[config.mk]
export PLATFORM = sky130hd
export DESIGN_NAME = packer_ctrl
export DESIGN_NICKNAME = d
export VERILOG_FILES = /design/src/rtl/packer_ctrl.sv
export SDC_FILE = /design/constraint.sdc
export NUM_CORES = 1
export LEC_CHECK = 0
export CORE_ASPECT_RATIO = 2
export CORE_MARGIN = 5
export CORE_UTILIZATION = 50
export CTS_CLUSTER_SIZE = 28
export DETAILED_ROUTE_END_ITERATION = 8
export PLACE_DENSITY = 0.74
export REMOVE_ABC_BUFFERS = 1
export SYNTH_ARGS = -nofsm -noshare
export SYNTH_HDL_FRONTEND = slang
export SYNTH_SLANG_ARGS = --single-unit
export TNS_END_PERCENT = 1
[constraint.sdc]
create_clock -name clk -period 6.16 [get_ports clk]
set_input_delay 0.924 -clock clk [delete_from_list [all_inputs] [get_ports clk]]
set_output_delay 0.924 -clock clk [all_outputs]
set_load 0.02 [all_outputs]
[src/rtl/packer_ctrl.sv]
// packer_ctrl: sequences a 2-row packing register (2*BIT_WIDTH bits). For each
// accepted value it produces the shift amount and the per-bit load enables,
// tracks which rows are full, and hands completed rows (oldest first) to the
// downstream writer over a valid/ready handshake. A flush emits a partial row.
//
// Ports:
//   clk, rst_n      clock (rising edge), asynchronous active-low reset
//   i_valid/i_prec  upstream value valid and its precision P
//   o_ready         value can be accepted this cycle
//   i_flush         emit the partial current row
//   o_s, o_load     shift amount and per-bit load enables for the datapath
//   o_row_sel       row presented downstream (0 = low, 1 = high)
//   o_valid/i_ready downstream row handshake
//   o_fill          valid LSBs in the presented row (W for a full row)
//   o_flush_done    one-cycle pulse when a flush completes
//
// Optional (macro PACKER_CTRL_STATS_EN): o_rows_out, o_stall_cycles saturating
// 32-bit counters of rows handed off and of stalled input cycles.
module packer_ctrl #(
    parameter int BIT_WIDTH  = 16,
    parameter int SHIFT_BITS = 5,
    parameter int PREC_BITS  = 5
) (
    input  logic                    clk,
    input  logic                    rst_n,
    input  logic                    i_valid,
    input  logic [PREC_BITS-1:0]    i_prec,
    output logic                    o_ready,
    input  logic                    i_flush,
    output logic [SHIFT_BITS-1:0]   o_s,
    output logic [2*BIT_WIDTH-1:0]  o_load,
    output logic                    o_row_sel,
    output logic                    o_valid,
    input  logic                    i_ready,
    output logic [SHIFT_BITS-1:0]   o_fill,
`ifdef PACKER_CTRL_STATS_EN
    output logic [31:0]             o_rows_out,
    output logic [31:0]             o_stall_cycles,
`endif
    output logic                    o_flush_done
);
    localparam int W  = BIT_WIDTH;
    localparam int W2 = 2 * BIT_WIDTH;
    localparam logic [W2-1:0] ONE = 1;

    typedef enum logic [1:0] {RUN, FLUSH_WAIT, FLUSH_EMIT} state_t;

    state_t                state, state_nxt;
    logic [SHIFT_BITS-1:0] ptr, ptr_nxt, nptr;
    logic [1:0]            pend, pend_nxt, part, part_nxt;
    logic                  head;   // oldest pending row; rows complete in ring order
    logic [SHIFT_BITS-1:0] fill, fill_nxt;
    logic [SHIFT_BITS-1:0] pe;
    logic [W2-1:0]         base, cand;
    logic [2*W2-1:0]       dbl;
    logic                  touches, fire, release_row;

    // Effective precision clamps to one row.
    assign pe = (int'(i_prec) > W) ? SHIFT_BITS'(W) : SHIFT_BITS'(i_prec);

    // Rotate-left of the Pe-bit mask by ptr: the upper half of the doubled
    // word shifted left is the rotation, so the mask wraps 2W-1 -> 0.
    assign base = (ONE << pe) - ONE;
    assign dbl  = {base, base} << ptr;
    assign cand = dbl[2*W2-1:W2];

    assign touches = (pend[0] && (cand[W-1:0]  != '0)) ||
                     (pend[1] && (cand[W2-1:W] != '0));

    // Gated by rst_n so nothing is accepted while reset is held.
    assign o_ready     = rst_n && (state == RUN) && !touches;
    assign fire        = i_valid && o_ready;
    assign o_load      = fire ? cand : '0;
    assign o_s         = ptr;
    assign nptr        = fire ? ptr + pe : ptr;

    assign o_row_sel    = head;
    assign o_valid      = pend[head];
    assign o_fill       = !o_valid ? '0 : (part[head] ? fill : SHIFT_BITS'(W));
    assign o_flush_done = (state == FLUSH_EMIT);
    assign release_row  = o_valid && i_ready;

    always_comb begin
        state_nxt = state;
        ptr_nxt   = nptr;
        pend_nxt  = pend;
        part_nxt  = part;
        fill_nxt  = fill;
        if (release_row) begin
            pend_nxt[head] = 1'b0;
            part_nxt[head] = 1'b0;
        end
        if (fire && cand[W-1])  pend_nxt[0] = 1'b1;
        if (fire && cand[W2-1]) pend_nxt[1] = 1'b1;
        case (state)
            RUN: begin
                if (i_flush) begin
                    state_nxt = FLUSH_WAIT;
                    // Flush acts on the post-write pointer.
                    if (nptr[SHIFT_BITS-2:0] != '0) begin
                        fill_nxt                  = {1'b0, nptr[SHIFT_BITS-2:0]};
                        pend_nxt[nptr[SHIFT_BITS-1]] = 1'b1;
                        part_nxt[nptr[SHIFT_BITS-1]] = 1'b1;
                        ptr_nxt = {~nptr[SHIFT_BITS-1], {(SHIFT_BITS-1){1'b0}}};
                    end
                end
            end
            FLUSH_WAIT: if (pend == 2'b00) state_nxt = FLUSH_EMIT;
            FLUSH_EMIT: state_nxt = RUN;
            default:    state_nxt = RUN;
        endcase
    end

    always_ff @(posedge clk or negedge rst_n) begin
        if (!rst_n) begin
            state <= RUN;
            ptr   <= '0;
            pend  <= '0;
            part  <= '0;
            fill  <= '0;
            head  <= 1'b0;
        end else begin
            state <= state_nxt;
            ptr   <= ptr_nxt;
            pend  <= pend_nxt;
            part  <= part_nxt;
            fill  <= fill_nxt;
            if (release_row) head <= ~head;
        end
    end

`ifdef PACKER_CTRL_STATS_EN
    always_ff @(posedge clk or negedge rst_n) begin
        if (!rst_n) begin
            o_rows_out     <= '0;
            o_stall_cycles <= '0;
        end else begin
            if (release_row && (o_rows_out != '1))          o_rows_out     <= o_rows_out + 32'd1;
            if (i_valid && !o_ready && (o_stall_cycles != '1)) o_stall_cycles <= o_stall_cycles + 32'd1;
        end
    end
`endif

endmodule

==> results.sh, run 1 <==
export IMPL_finalCritPeriodShare=0.985
export IMPL_synth_area_per_cell_sq_um=6.92
export IMPL_postRouteAntennaNets=0
export IMPL_pin_count=56
export IMPL_final_hold_viol_count=0
export IMPL_grt_pass1_wl_um=31100
export IMPL_grt_max_degree=47
export IMPL_max_cap_viol_count=0
export IMPL_synth_main_ff_cell="dfrtp_1"
export IMPL_critPathMaxStageDelay_ps=470
export IMPL_gr_usage_met3=0.0621
export IMPL_grt_busiest_layer="met2"
export IMPL_place_hpwl_um=15200
export IMPL_synth_cells=585
export IMPL_min_from="fill[2]$_DFFE_PN0P_"
export IMPL_io_buffers=55
export IMPL_hold_class="flip-flop to flip-flop"
export IMPL_dieHeight_um=137
export IMPL_tightest_slew_ps=855
export IMPL_postRouteWirelength_um=20000
export IMPL_synth_warning_count=0
export IMPL_critPathMaxFanout=11
export IMPL_cts_max_level=1
export IMPL_ctsRootBufferMaster="clkbuf_16"
export IMPL_crit_path_cell_trace="clkdlybuf4s50_1 > nor4_4 > nand2_1 > ha_2 > buf_4 > or4b_1 > mux2i_1 > o21ai_2 > and3_1 > or2_2 > mux2_2 > and3_1 > o311a_4 > nand4_1 > inv_1 > and3_1 > dlygate4sd2_1"
export IMPL_slew_headroom=0.430
export IMPL_path_clk_slew_ps=50
export IMPL_r2r_end="pend[0]$_DFF_PN0_"
export IMPL_fin_worst_skew_ps=1.82
export IMPL_p_per_area_nw_per_um2=149
export IMPL_required_ps=5240
export IMPL_die_area_sq_um=10100
export IMPL_synth_edf_count=0
export IMPL_dr_pass1_iters=5
export IMPL_synthDistinctLibCells=98
export IMPL_critPathLaunchType="input port"
export IMPL_clock_path_buffers=2
export IMPL_cts_tree="yes"
export IMPL_multiInputGateArea_sq_um=3420
export IMPL_crit_top_cell="and3_1"
export IMPL_netlist_area_sq_um=4050
export IMPL_drc=0
export IMPL_gp_congestion=1.05
export IMPL_hold_depth=1
export IMPL_rsz0062_at_grt="true"
export IMPL_place_area_sq_um=5350
export IMPL_n_antenna_cell=0
export IMPL_cp_slowest_cell="clkdlybuf4s50_1"
export IMPL_regArea_sq_um=400
export IMPL_core_sq_um=7940
export IMPL_period_minus_slack_ps=6070
export IMPL_regToRegStartpoint="o_s[1]$_DFF_PN0_"
export IMPL_reg2reg_depth=13
export IMPL_setup_viol=0
export IMPL_async_flop_share=1.00
export IMPL_first_iter_violations=597
export IMPL_track_usage=0.400
export IMPL_synth_ff_latch_count=16
export IMPL_arrival_ps=5140
export IMPL_outcome="finished clean"
export IMPL_regToRegSetupSlack_ps=1270
export IMPL_grt_overflow=0
export IMPL_total_power_uw=815
export IMPL_die_x_um=73.6
export IMPL_final_area_sq_um=5490
export IMPL_fillers=712
export IMPL_grt_pass1_vias=5707
export IMPL_cts_sinks=16
export IMPL_start_util=0.510
export IMPL_yosysSeqAreaShare=0.0989
export IMPL_final_setup_tns_ps=0
export IMPL_clock_fmax_mhz=165
export IMPL_drive_above_1_share=0.268
export IMPL_p_leak_uw=0.00245
export IMPL_antenna_found_initial=0
export IMPL_met1_usage=0.420
export IMPL_via_per_inst=6.98
export IMPL_insertion_delay_ps=240
export IMPL_use_met2=0.689
export IMPL_rows=46
export IMPL_irDropWorstVdd_mv=0.247
export IMPL_cts_buffers=3
export IMPL_final_max_slew_viol_count=0
export IMPL_num_vias=5645
export IMPL_wire_per_inst_um=24.7
export IMPL_crit_type="input port to primary output"
export IMPL_min_to="fill[2]$_DFFE_PN0P_"
export IMPL_end_kind="primary output"
export IMPL_syn_to_final_growth_pct=35.5
export IMPL_nNetsFinal=731
[repair_timing]
action	CTS	global route
cloned	1	0
pin swaps	2	3
endpoints found under the setup margin	33	33
hold buffers	0	0
endpoints found under the hold margin	0	0
resized for setup	48	35
setup buffers	0	2
[state kept, by name, summed over array words and instances (netlist names)]
register / flops
fill: 4
o_row_sel: 1
o_s: 5
part: 2
pend: 2
state: 2
[where the power goes]
group	switching (uW)	internal, uW
registers	33.6	128
logic	299	216
clock network	39.8	98.6
total	372	442
[cells in the mapped netlist, types with 3 or more instances]
library cell	count	area share
a21o_1	8	0.015
o32ai_1	6	0.013
and3_1	8	0.012
a221o_1	6	0.015
buf_4	4	0.0074
clkbuf_1	27	0.025
a31oi_1	8	0.012
mux2_2	4	0.011
nand4_1	6	0.0093
nor2b_1	18	0.028
xnor2_1	4	0.0087
a211o_1	8	0.017
nor3_1	12	0.015
nor3b_1	4	0.0074
o2bb2ai_1	4	0.0087
nand3_1	17	0.021
or2_2	4	0.0062
nand2b_1	9	0.014
o21ai_1	7	0.0087
a32oi_1	7	0.015
buf_6	3	0.0083
o221ai_1	4	0.0087
a211oi_1	22	0.041
o211ai_1	6	0.011
buf_2	14	0.017
inv_1	15	0.014
a311oi_1	4	0.0087
a221oi_1	3	0.0065
o31ai_1	9	0.017
buf_1	3	0.0028
nor2_1	73	0.068
o21a_1	3	0.0056
o211a_1	4	0.0099
a21oi_1	45	0.056
o21ai_0	21	0.026
mux2i_1	13	0.032
o22ai_1	9	0.014
nand2_1	52	0.048
or4_1	3	0.0056
dfrtp_1	16	0.099
ha_1	6	0.019
and2_1	13	0.020
[per-layer routing]
metal,wire [um],vias to the layer above
met5,0,-
met4,1920,0
met3,1520,131
met2,10000,377
met1,6540,2626
li1,-,2511
[logic make-up (layout without fill, tap and decap cells)]
logic type	Yosys count	count (layout)	share of synthesized area
AOI/OAI and AO/OA	227	227	0.431
xor gates and xnor gates	4	4	0.00865
adders and majority gates	7	7	0.0235
buffers and inverters	70	197	0.0794
DFF	16	16	0.0989
muxes	18	18	0.0470
and+or+nand+nor	243	244	0.312
[worst max path at each step]
stage	startpoint	end	slack, ps
4_1_cts	i_prec[1]	o_load[27]	-30
2_1_floorplan	i_prec[1]	o_load[31]	340
5_1_grt	i_prec[1]	o_load[27]	-50
3_5_place_dp	i_prec[1]	o_load[2]	-410
6_report	i_prec[1]	o_load[27]	90
3_3_place_gp	i_prec[1]	o_load[31]	-370
[through the flow]
step | util | setup slack, ps | hold slack [ps] | instances
after floorplan | - | 339 | 441 | 533
after global placement | 0.674 | -374 | 456 | 802
after detailed placement | 0.674 | -413 | 470 | 802
after CTS | 0.687 | -27.7 | 489 | 807
after global routing | 0.691 | -52.1 | 520 | 809
final | 0.691 | 92.2 | 482 | 809
[final cells by class]
type / instances / share of cell area
Clock buffer: 4 / 0.0162
Multi-Input combinational cell: 500 / 0.624
Sequential cell: 16 / 0.0730
Tap cell: 96 / 0.0219
Timing Repair Buffer: 175 / 0.253
Inverter: 18 / 0.0123
[layout by cell type (no fill, tap or decap), types with 5 or more instances in the layout]
master,n
buf_4,119
nor2_1,73
nand2_1,52
a21oi_1,45
dlygate4sd2_1,24
o21ai_0,20
clkdlybuf4s50_1,19
nor2b_1,18
a211oi_1,18
nand3_1,17
dfrtp_1,16
inv_1,15
mux2i_1,13
and2_1,13
nor3_1,12
nand2b_1,9
clkbuf_2,9
a211o_1,8
a31oi_1,8
o22ai_1,8
o21ai_1,7
a21o_1,7
a32oi_1,7
o31ai_1,7
and3_1,7
a221o_1,6
o32ai_1,6
nand4_1,6
o211ai_1,6
a211oi_2,5
[critical path: cells and delay by family]
family	cells	cell delay, ps
muxes	2	560
AOI/OAI and AO/OA	2	530
and+or+nand+nor	8	1810
buffers and inverters	4	1070
adders and majority gates	1	230
(Power assumes the default switching activity.)
==> run 2: changes to the inputs <==
--- a/config.mk
+++ b/config.mk
@@ -10,7 +10,7 @@
 export CORE_UTILIZATION = 50
 export CTS_CLUSTER_SIZE = 28
 export DETAILED_ROUTE_END_ITERATION = 8
-export PLACE_DENSITY = 0.74
+export PLACE_DENSITY = 0.83
 export REMOVE_ABC_BUFFERS = 1
 export SYNTH_ARGS = -nofsm -noshare
 export SYNTH_HDL_FRONTEND = slang
==> run 2 against run 1 <==
Compared with the run above: the flow now finishes with violations (negative setup slack); die area did not move; count of clock-buffer cells in the layout is 1 lower; utilization decreased by 0.95 points; final cell count did not move; clock skew is 1.9 ps higher; final area shrank 1.4%; sequential share of layout area is 0.10 points higher; register-to-register slack improved by 330 ps; critical endpoint is now o_load[17]; highest routed layer unchanged.
==> results.sh, run 2 (synthesized netlist as in run 1, its figures left out) <==
export IMPL_place_hpwl_um=14600
export IMPL_seq_power_share=0.197
export IMPL_fin_worst_skew_ps=3.77
export IMPL_min_from="fill[0]$_DFFE_PN0P_"
export IMPL_postRouteWirelength_um=19500
export IMPL_critPathLaunchType="input port"
export IMPL_setup_viol=1
export IMPL_cts_max_level=1
export IMPL_tightest_slew_ps=884
export IMPL_die_area_sq_um=10100
export IMPL_crit_top_cell="buf_4"
export IMPL_period_minus_slack_ps=6170
export IMPL_grt_pass1_vias=5522
export IMPL_dr_pass1_iters=6
export IMPL_pin_count=56
export IMPL_hold_depth=1
export IMPL_r2r_end="pend[0]$_DFF_PN0_"
export IMPL_p_per_area_nw_per_um2=148
export IMPL_switchingPower_uw=371
export IMPL_via_per_inst=7.11
export IMPL_pwr_share_comb=0.650
export IMPL_rows=46
export IMPL_n_antenna_cell=0
export IMPL_clock_fmax_mhz=162
export IMPL_syn_to_final_growth_pct=33.7
export IMPL_final_max_slew_viol_count=0
export IMPL_drive_above_1_share=0.292
export IMPL_critPathMaxFanout=10
export IMPL_insertion_delay_ps=240
export IMPL_dieHeight_um=137
export IMPL_nNetsFinal=732
export IMPL_crit_type="input port to primary output"
export IMPL_pwr_share_clk=0.153
export IMPL_die_x_um=73.6
export IMPL_antenna_found_initial=0
export IMPL_ctsRootBufferMaster="clkbuf_16"
export IMPL_track_usage=0.383
export IMPL_crit_buf_inv=5
export IMPL_io_buffers=55
export IMPL_p_int_uw=429
export IMPL_critPathMaxStageDelay_ps=480
export IMPL_outcome="finished with violations"
export IMPL_clock_path_buffers=2
export IMPL_num_vias=5750
export IMPL_p_sw_frac=0.463
export IMPL_fin_util=0.681
export IMPL_cts_sinks=16
export IMPL_final_common_cell="buf_4"
export IMPL_first_iter_violations=737
export IMPL_cpLargestDelayFamily="compound AO/OA/AOI/OAI gates"
export IMPL_hold_class="flip-flop to flip-flop"
export IMPL_cp_slowest_cell="a222oi_1"
export IMPL_p_leak_uw=0.00238
export IMPL_final_setup_tns_ps=-7.16
export IMPL_final_hold_viol_count=0
export IMPL_rsz0062_at_grt="true"
export IMPL_wire_per_inst_um=24.1
export IMPL_final_cell_mix="120 x buf_4, 73 x nor2_1, 51 x nand2_1"
export IMPL_grt_pass1_wl_um=29700
export IMPL_irDropWorstVdd_mv=0.282
export IMPL_start_util=0.510
export IMPL_drc=0
export IMPL_postRouteAntennaNets=0
export IMPL_path_clk_slew_ps=40
export IMPL_cts_buffers=3
export IMPL_arrival_ps=5240
export IMPL_min_to="fill[0]$_DFFE_PN0P_"
export IMPL_cts_tree="yes"
export IMPL_violations="negative setup slack"
export IMPL_reg2reg_depth=13
export IMPL_place_ws_ps=-409
export IMPL_slew_headroom=0.408
export IMPL_regToRegStartpoint="o_s[0]$_DFF_PN0_"
export IMPL_required_ps=5240
export IMPL_fin_ws_ps=-7.16
export IMPL_crit_path_cell_trace="clkdlybuf4s50_1 > buf_4 > nor4_4 > nand2_2 > ha_2 > buf_4 > or4_4 > a211oi_1 > o21ai_1 > and2_1 > mux2_2 > a222oi_1 > o31ai_1 > o311a_4 > nand3_4 > buf_6 > nor2_1 > clkdlybuf4s15_1"
export IMPL_finalCritPeriodShare=1.00
export IMPL_gp_congestion=1.09
export IMPL_fillers=684
export IMPL_grt_max_degree=52
export IMPL_end_kind="primary output"
export IMPL_max_cap_viol_count=0
export IMPL_core_sq_um=7940
export IMPL_largest_register_ffs=5
export IMPL_regToRegSetupSlack_ps=1600
export IMPL_grt_overflow=0
run 2: area by class of cell:
class                      instances  area, sq um  share of cell area
sequential                        16          400              0.0740
timing repair buffer             176         1330               0.245
tap                               96          120              0.0222
inverter                          18         67.6              0.0125
multi-input combinational        500         3420               0.632
clock buffer                       3         75.1              0.0139
run 2: layer usage:
layer	part of all wire	global-route usage	routed length, um
met1	0.34	0.434	6610
met2	0.50	0.657	9730
met3	0.070	0.0321	1360
met4	0.091	0.260	1770
met5	0	0	0
run 2: power groups by stage:
stage | clock network (uW) | logic, uW | registers, uW
floorplan | 0 | 254 | 166
global placement | 0 | 475 | 152
detailed placement | 0 | 485 | 155
CTS | 122 | 499 | 156
global route | 127 | 550 | 160
finish | 122 | 520 | 158
run 2: through the flow:
| stage | total power [uW] | cell area [sq um] | hold slack (ps) | cells |
|---|---|---|---|---|
| CTS | 777 | 5440 | 501 | 806 |
| finish | 800 | 5410 | 507 | 809 |
| global placement | 626 | 5340 | 457 | 799 |
| global route | 837 | 5410 | 521 | 809 |
| detailed placement | 640 | 5340 | 489 | 799 |
| floorplan | 420 | 3790 | 441 | 533 |
run 2: worst register-to-register path, cell delays in order, from the launching register on:
cell      delay, ps
dfrtp_1         740
inv_1           430
a211o_1         410
and2_1          190
a221oi_1        310
a221o_1         290
a22oi_2         140
o41ai_2         460
and3_4          280
nand3_4         150
buf_4           190
buf_4           170
mux2_4          340
a221o_1         360
run 2: how the worst max path moves through the flow:
stage,from,endpoint,slack (ps),cells past startpoint
2_1_floorplan,i_prec[1],o_load[31],340,13
3_3_place_gp,i_prec[2],o_load[31],-370,17
3_5_place_dp,i_prec[2],o_load[31],-410,17
4_1_cts,i_prec[1],o_load[0],-40,18
5_1_grt,i_prec[4],o_load[17],-110,20
6_report,i_prec[4],o_load[17],-7,18
run 2: timing repair:
item                       in CTS  in global routing
hold buffers                    0                  0
pin swaps                       1                  7
resized for setup              47                 80
setup endpoints to repair      33                 33
gates cloned                    1                  0
buffers inserted                3                  3
